File: src/rtl/sensor_scan_pkg.sv
// sensor_scan_pkg: FSM state encoding and default configuration shared by the scan mux and its averager
package sensor_scan_pkg;
  typedef enum logic [2:0] {
    S_IDLE,
    S_SETTLE,
    S_SAMPLE,
    S_STORE,
    S_DONE
  } state_t;
  localparam int DEF_NUM_CH   = 4;
  localparam int DEF_DATA_W   = 8;
  localparam int DEF_AVG_LOG2 = 2;
  localparam int DEF_SETTLE   = 4;
endpackage

File: src/rtl/sensor_scan_avg.sv
// sensor_scan_avg: sample accumulator whose output is the truncated mean of 2^AVG_LOG2 samples
module sensor_scan_avg
  import sensor_scan_pkg::*;
#(
  parameter int DATA_W   = DEF_DATA_W,
  parameter int AVG_LOG2 = DEF_AVG_LOG2
) (
  input  logic              clk,
  input  logic              rst_n,
  input  logic              clr,
  input  logic              en,
  input  logic [DATA_W-1:0] din,
  output logic [DATA_W-1:0] avg
);
  localparam int AW = DATA_W + AVG_LOG2;
  logic [AW-1:0] acc;
  // AVG_LOG2 guard bits make overflow impossible over a full sample window
  always_ff @(posedge clk)
    acc <= !rst_n ? '0 : clr ? '0 : en ? acc + AW'(din) : acc;
  assign avg = acc[AW-1:AVG_LOG2];
endmodule

File: src/rtl/sensor_scan_mux.sv
// sensor_scan_mux: sequential sensor scanner with settle/average/store per channel; SENSOR_SCAN_OVERRANGE_EN adds a sticky saturation flag
module sensor_scan_mux
  import sensor_scan_pkg::*;
#(
  parameter int NUM_CH   = DEF_NUM_CH,
  parameter int DATA_W   = DEF_DATA_W,
  parameter int AVG_LOG2 = DEF_AVG_LOG2,
  parameter int SETTLE   = DEF_SETTLE
) (
  input  logic                       clk,
  input  logic                       rst_n,
  input  logic [NUM_CH*DATA_W-1:0]   ch_data_i,
  input  logic                       start_i,
  input  logic                       cont_i,
  input  logic [$clog2(NUM_CH)-1:0]  sel_i,
  output logic [NUM_CH-1:0]          ch_en_o,
  output logic [DATA_W-1:0]          rd_data_o,
  output logic                       busy_o,
  output logic                       done_o,
  output logic                       over_o
);
  localparam int SW = $clog2(NUM_CH);
  localparam logic [SW-1:0] LAST = SW'(NUM_CH - 1);
  localparam logic [SW:0] NCH = (SW+1)'(NUM_CH);
  localparam logic [7:0] SET_LAST = 8'(SETTLE - 1);
  localparam logic [7:0] SMP_LAST = 8'((1 << AVG_LOG2) - 1);
  localparam logic [NUM_CH-1:0] ONE = NUM_CH'(1);
  state_t state, state_n;
  logic [SW-1:0] ch, ch_n;
  logic [7:0] cnt, cnt_n;
  logic [NUM_CH-1:0] ch_en_n;
  logic busy_n, done_n;
  logic [DATA_W-1:0] chan [NUM_CH];
  logic [DATA_W-1:0] result [NUM_CH];
  logic [DATA_W-1:0] din, avg;
  genvar k;
  for (k = 0; k < NUM_CH; k++) begin : g_chan
    assign chan[k] = ch_data_i[k*DATA_W +: DATA_W];
  end
  assign din = chan[ch];
  // state, channel index and phase counter
  always_ff @(posedge clk)
    if (!rst_n) begin
      state <= S_IDLE;
      ch    <= '0;
      cnt   <= '0;
    end else begin
      state <= state_n;
      ch    <= ch_n;
      cnt   <= cnt_n;
    end
  // next-state sequencing: settle, sample window, store, advance channel
  always_comb begin
    state_n = state;
    ch_n    = ch;
    cnt_n   = cnt;
    case (state)
      S_IDLE:
        if (start_i) begin
          state_n = S_SETTLE;
          ch_n    = '0;
          cnt_n   = '0;
        end
      S_SETTLE:
        if (cnt == SET_LAST) begin
          state_n = S_SAMPLE;
          cnt_n   = '0;
        end else cnt_n = cnt + 8'd1;
      S_SAMPLE:
        if (cnt == SMP_LAST) begin
          state_n = S_STORE;
          cnt_n   = '0;
        end else cnt_n = cnt + 8'd1;
      S_STORE:
        if (ch == LAST) state_n = S_DONE;
        else begin
          state_n = S_SETTLE;
          ch_n    = ch + SW'(1);
        end
      S_DONE: begin
        state_n = cont_i ? S_SETTLE : S_IDLE;
        ch_n    = '0;
      end
      default: state_n = S_IDLE;
    endcase
  end
  // outputs derived from the upcoming state so the registered copies line up with it
  always_comb begin
    busy_n  = state_n != S_IDLE;
    done_n  = state_n == S_DONE;
    ch_en_n = (state_n == S_SETTLE || state_n == S_SAMPLE || state_n == S_STORE) ? ONE << ch_n : '0;
  end
  // registered control outputs
  always_ff @(posedge clk)
    if (!rst_n) begin
      ch_en_o <= '0;
      busy_o  <= 1'b0;
      done_o  <= 1'b0;
    end else begin
      ch_en_o <= ch_en_n;
      busy_o  <= busy_n;
      done_o  <= done_n;
    end
  sensor_scan_avg #(
    .DATA_W  (DATA_W),
    .AVG_LOG2(AVG_LOG2)
  ) u_avg (
    .clk  (clk),
    .rst_n(rst_n),
    .clr  (state == S_SETTLE),
    .en   (state == S_SAMPLE),
    .din  (din),
    .avg  (avg)
  );
  // result store; reset wins so an aborted scan never commits a partial average
  always_ff @(posedge clk)
    if (!rst_n) for (int i = 0; i < NUM_CH; i++) result[i] <= '0;
    else if (state == S_STORE) result[ch] <= avg;
  // readout sees the pre-store value during a store cycle; out-of-range selects read zero
  always_ff @(posedge clk)
    rd_data_o <= !rst_n ? '0 : ({1'b0, sel_i} < NCH) ? result[sel_i] : '0;
`ifdef SENSOR_SCAN_OVERRANGE_EN
  // sticky saturation flag, cleared only by reset or a fresh start from idle
  always_ff @(posedge clk)
    over_o <= !rst_n ? 1'b0 : (state == S_IDLE && start_i) ? 1'b0 : (state == S_SAMPLE && din == '1) ? 1'b1 : over_o;
`else
  assign over_o = 1'b0;
`endif
endmodule

File: config.mk
export PLATFORM = sky130hd
export DESIGN_NAME = sensor_scan_mux
export DESIGN_NICKNAME = d
export VERILOG_FILES = /design/src/rtl/sensor_scan_pkg.sv /design/src/rtl/sensor_scan_avg.sv /design/src/rtl/sensor_scan_mux.sv
export SDC_FILE = /design/constraint.sdc
export NUM_CORES = 1
export LEC_CHECK = 0
export BUFFER_PORTS_ARGS = -buffer_cell sky130_fd_sc_hd__buf_2
export CORE_ASPECT_RATIO = 0.5
export CORE_UTILIZATION = 42
export DETAILED_ROUTE_END_ITERATION = 12
export SYNTH_ARGS = -nofsm -noshare
export SYNTH_HDL_FRONTEND = slang
export SYNTH_HIERARCHICAL = 1
export SYNTH_SLANG_ARGS = --single-unit
File: constraint.sdc
create_clock -name clk -period 2.8 [get_ports clk]
set_clock_uncertainty 0.05 [all_clocks]
set_input_delay 0.56 -clock clk [delete_from_list [all_inputs] [get_ports clk]]
set_output_delay 0.56 -clock clk [all_outputs]
set_load 0.01 [all_outputs]
## Word level (Yosys, flattened, before mapping)

Memories as Yosys holds them, arrays and structs flattened. A register that Yosys moved wholly into a read port is not among the register bits.
Index checks and enable logic that the tools add are counted.

| word-level totals | value |
|---|---|
| flip-flop bits (word level) | 29 |
| memory bits (writable) | 32 |
| output and inout bits | 15 |
| memories kept | 1 |

Memory list:

| name | words | bits a word | rd ports | clocked after Yosys merged registers in | wr ports | RTL line | RTL |
|---|---|---|---|---|---|---|---|
| result | 4 | 8 | 1 | 1 | 4 | sensor_scan_mux.sv:34 | `logic [DATA_W-1:0] result [NUM_CH];` |

| operators by class | value |
|---|---|
| $lt $le $gt $ge | 1 |
| eq/ne operators | 11 |
| bitwise gates (word level) | 2 |
| multiplexer cells | 22 |
| add/subtract/negate cells | 3 |
| shifts and indexed selects | 1 |
| reduce and logical (&&, ||, !) cells | 11 |

Operators with widths:

| operator | number |
|---|---|
| 8-bit two-way mux | 5 |
| 8-bit binary-select mux with 2-bit select | 1 |
| 8-bit case mux with 2 select lines | 1 |
| 3-bit case mux with 5 select lines | 1 |
| 3-bit by 2-bit == test with 1-bit output, second input constant | 4 |
| 3-bit two-way mux | 4 |
| 10-bit by 8-bit adder with 10-bit output | 1 |
| 8-bit by 1-bit adder with 8-bit output, second input constant | 1 |
| 8-bit by 2-bit == test with 1-bit output, second input constant | 1 |
| 8-bit OR reduction | 1 |
| 3-bit by 1-bit == test with 1-bit output, second input constant | 2 |
| 3-bit == test, second input constant | 2 |
| 1-bit two-way mux | 6 |
| 2-bit two-way mux | 3 |
| 2-bit case mux with 3 select lines | 1 |
| 2-bit AND reduction | 2 |
| 2-bit OR reduction | 2 |
| 1-bit by 2-bit << shifter with 4-bit output, first input constant | 1 |
| 3-bit >= comparator, second input constant | 1 |
| 3-bit zero test | 1 |
| 2-bit inverter with 3-bit output | 1 |
| 3-bit nonzero test | 1 |
| 2-bit by 1-bit adder with 2-bit output, second input constant | 1 |
| 2-bit == test, second input constant | 1 |
| 5 further kinds | 6 |

## Logic depth before layout (Yosys ltp)

| logic depth | value |
|---|---|
| depth after elaboration | 7 |
| mapped depth | 11 |

## Hierarchy

Netlist, hierarchy kept.

By module, submodules not included:

| module | sequential area each (um^2) | instances | cells each | area an instance (um^2) |
|---|---|---|---|---|
| sensor_scan_mux | 1501.4 | 1 | 222 | 2731.4 |
| sensor_scan_avg | 200.2 | 1 | 93 | 797.0 |

## Worst setup path after synthesis

No wires, ideal clock.

| path | value |
|---|---|
| kind | register to register |
| start | register ch[0] |
| end | register u_avg.acc[8] |
| stages on the path, launching flop included | 12 |
| data required time | 2.678 ns |
| path buffers | 2 |
| clock period less this slack | 2.894 ns |
| slack | -0.094 ns |
| arrival time | 2.772 ns |
| path through | dfxtp_1 clkbuf_1 buf_2 mux4_2 ha_1 inv_1 fa_1 nor2b_4 o31a_1 o21a_1 o41ai_2 mux2i_1 |

| between the ends | value |
|---|---|
| cells in the longest elaborated chain, start to end | 5 |

RTL lines:

| what | RTL line | RTL |
|---|---|---|
| start, declared | sensor_scan_mux.sv:29 | `logic [SW-1:0] ch, ch_n;` |
| start signal, assigned | sensor_scan_mux.sv:49 | `ch <= ch_n;` |
| 2-bit inverter with 3-bit output (implied by the code) | sensor_scan_mux.sv:40 | `assign din = chan[ch];` |
| 8-bit binary-select mux with 2-bit select | sensor_scan_mux.sv:40 |  |
| 8-bit two-way mux (implied by the code) (2 in a row) | sensor_scan_mux.sv:40 |  |
| net din[0] | sensor_scan_mux.sv:35 | `logic [DATA_W-1:0] din, avg;` |
| 10-bit by 8-bit adder with 10-bit output | sensor_scan_avg.sv:19 | `acc <= !rst_n ? '0 : clr ? '0 : en ? acc + AW'(din) : acc;` |
| end signal, assigned | sensor_scan_avg.sv:19 |  |
| end, declared | sensor_scan_avg.sv:16 | `logic [AW-1:0] acc;` |

The timed path passes the listed nets, and every way through them passes these cells. The select of a mux whose other input is x is not followed.
A chain may end at the register's enable or synchronous reset.

## Final worst setup path

Ends and elaborated chain as after synthesis.

==> flow_metrics.py <==
metrics = {
    "status": {
        "status": "completed",
    },
    "setup_path": {
        "endpoint_kind": "flip-flop",
        "r2r-start": "ch[0]$_SDFF_PN0_",
        "cp_num_buf_inv": 1,
        "cpMaxStageDelayCell": "mux4_2",
        "reg2reg_slack_ns": 0.17,
        "cpPeakStageDelay_ns": 0.52,
        "worst_path_dominant_cell_family": "multiplexers",
        "path_class": "reg2reg",
        "start_kind": "flip-flop",
        "cp.arrival_ns": 2.84,
        "worstPathMaxFanout": 4,
        "critPathLaunch": "ch[0]$_SDFF_PN0_",
        "crit_chain": "mux4_2 -> ha_1 -> inv_1 -> fa_1 -> nor2b_4 -> o31a_1 -> o21a_1 -> o41ai_2 -> mux2i_1",
        "cp_data_required_time_ns": 3.01,
    },
    "synth": {
        "dominantRegCellSynth": "dfxtp_1",
        "yosysTopAreaCellShare_pct": 27.23,
        "synth_nets": 363,
        "yosysUniqueCellTypes": 52,
        "avgSynthCellArea_um2": 11.20,
        "synth_top_cell_by_area": "edfxtp_1",
        "ys_ff_latch": 69,
        "synth_edf_count": 32,
        "syn_inst": 315,
        "synth.area.top_cells": "edfxtp_1, dfxtp_1, mux4_2, and2_1, ha_1",
        "synthesis.area_um2": 3528,
        "yosysWarnings": 6,
        "async_reset_ff_share_pct": 0,
        "yosysSeqAreaShare_pct": 48.23,
    },
    "floorplan": {
        "fp.coreArea_um2": 8058,
        "die_h_um": 66.81,
        "core.rowCount": 23,
        "start_util_pct": 43.79,
        "die_width_um": 131.6,
        "num_io_pins": 53,
        "dieArea_um2": 8794,
    },
    "timing": {
        "final_hold_viol_count": 0,
        "fmax_ghz": 0.3802,
        "fin_crit_ns": 2.630,
        "tns_ns": 0,
        "relSlewSlack_pct": 33.71,
        "slew_violations": 0,
        "rsz0062_at_grt": "no",
        "fin_hold_ws_ns": 0.4372,
        "fin_crit_sh_pct": 93.92,
        "worst_slew_pin_slew_ns": 0.9805,
        "setup_viol": 0,
    },
    "grt": {
        "grt_pass1_wl_mm": 12.58,
        "use_met1_pct": 25.65,
        "grt_max_degree": 18,
        "met3_usage_pct": 6.849,
        "grt_usage_pct": 19.72,
        "gr-total-overflow": 0,
        "grt_pass1_vias": 2461,
        "grt-busiest-layer": "met2",
        "use_met2_pct": 31.08,
        "grt_antenna_before_repair": 0,
    },
    "placed_design": {
        "hpwlAfterDp_mm": 5.577,
        "place_area_um2": 3886,
        "port_buffers": 51,
        "gp_congestion": 0.7958,
    },
    "clocking": {
        "root_buffer": "clkbuf_16",
        "postCtsHoldBufs": 0,
        "htreeDepth": 3,
        "cts_tree": "built",
        "cts_setup_buffers": 0,
        "cts.clk_slew.worst_paths_ns": 0.05,
        "cts_buffers": 9,
        "post_cts_resized": 0,
        "clock_path_buffers": 2,
        "cts.sinks": 69,
        "clock_latency_ns": 0.34,
    },
    "power": {
        "switching_share_pct": 22.80,
        "p_comb_share_pct": 6.9,
        "p_leak_uw": 0.001653,
        "intPower_uw": 1787,
        "power_switching_uw": 527.9,
        "power_density_nw_per_um2": 556.1,
        "fin_total_pwr_uw": 2315,
        "peakVddDrop_mv": 0.3058,
        "p_clk_share_pct": 45.7,
        "p_seq_share_pct": 47.4,
    },
    "detailed_routing": {
        "avgViaCountPerCell": 5.271,
        "drtAntennaViolNets": 0,
        "first_pass_iters": 6,
        "vias": 2546,
        "drc": 0,
        "wl_mm": 7.737,
        "wl_per_cell_um": 16.02,
        "drt_iter0_markers": 136,
    },
    "final_layout": {
        "nets": 414,
        "utilization_pct": 51.66,
        "postLayoutCellArea_um2": 4163,
        "diodes": 0,
        "drive_gt1_share_pct": 26.42,
        "syn_to_final_growth_pct": 17.98,
    },
    "worst_hold_path": {
        "hold_path.class": "reg2reg",
        "hold_path.startpoint": "cnt[7]$_SDFFE_PN0P_",
    },
    "flow_run": {
        "maxCapViolCount": 0,
    },
}
[through the flow]
step           cells  setup slack [ns]
4_1_cts          483            0.1502
5_1_grt          483           0.03300
2_1_floorplan    315           0.09563
3_3_place_gp     467            0.1002
3_5_place_dp     467         0.0006175
6_report         483            0.1701
[power groups by stage]
stage | Sequential, µW | Clock (µW) | Combinational, µW
after global placement | 1120 | 0 | 156
after global routing | 1100 | 1130 | 176
after detailed placement | 1120 | 0 | 160
after floorplan | 1120 | 0 | 96.7
final | 1100 | 1060 | 160
after CTS | 1100 | 1080 | 161
[logic make-up after synthesis]
family / synth area share [%]
xor+xnor: 0.9928
fa+ha+maj: 3.759
simple gates: 19.75
compound gates: 10.57
mux: 12.20
flops: 48.23
other cells: 0.1063
buf+inv: 4.397
[Yosys cell counts (2+ instances only)]
cell / count
and2_1: 43
dfxtp_1: 37
edfxtp_1: 32
nor2_1: 21
mux4_2: 16
o21ai_0: 16
nand2_1: 13
a21oi_1: 11
inv_1: 10
buf_4: 9
ha_1: 9
nand2b_1: 8
clkbuf_1: 7
mux2i_1: 7
nand3_1: 7
nor3_1: 7
a31oi_1: 5
nor3b_1: 5
buf_2: 4
xnor2_1: 4
a211oi_1: 3
o21a_1: 3
a21o_1: 2
and3_1: 2
and4_1: 2
nand3b_1: 2
nor2b_1: 2
nor4b_1: 2
o31a_1: 2
o31ai_1: 2
[cell type report]
type                    instances  area, µm²
clock buffers                  11      242.7
clock inverters                 5      33.78
fillers                       740       3895
inverters                      10      37.54
multi-input cells             215       1677
flip-flops and latches         69       1702
well taps                     112      140.1
repair buffers                 61      330.3
[state kept, by name (all words and copies together) (netlist names)]
name       flops
result        32
u_avg/acc     10
cnt            8
rd_data_o      8
ch_en_o        4
state          3
ch             2
busy_o         1
done_o         1
[path summary, 6_finish.rpt]
check                                    to  cells past startpoint
hold / removal          cnt[7]$_SDFFE_PN0P_                      1
setup / recovery  u_avg/acc[8]$_SDFFE_PP0P_                      9
hold reg to reg         cnt[7]$_SDFFE_PN0P_                      1
setup reg to reg  u_avg/acc[8]$_SDFFE_PP0P_                      9
[cells in the final DEF (no fill, tap or decap), drive strengths merged, types with 11 or more instances in the layout]
master  Yosys  final
a21oi      11     11
and2       43     43
buf        14     61
clkbuf      7     11
dfxtp      37     37
edfxtp     32     32
inv        10     13
mux4       16     16
nand2      13     13
nor2       21     21
o21ai      16     16
[worst reg2reg max path: stages (launching register included)]
cell and delay (ns):
dfxtp_1 0.42, mux4_2 0.52, ha_1 0.23, inv_1 0.08
fa_1 0.25, nor2b_4 0.06, o31a_1 0.25, o21a_1 0.21
o41ai_2 0.25, mux2i_1 0.24
[per-layer routing]
layer  part of all wire (%)  wire length [µm]
met2                     45              3508
met4                   0.59                46
met5                      0                 0
met3                    5.9               454
met1                     48              3728
Power figures use the tool's default switching activity.
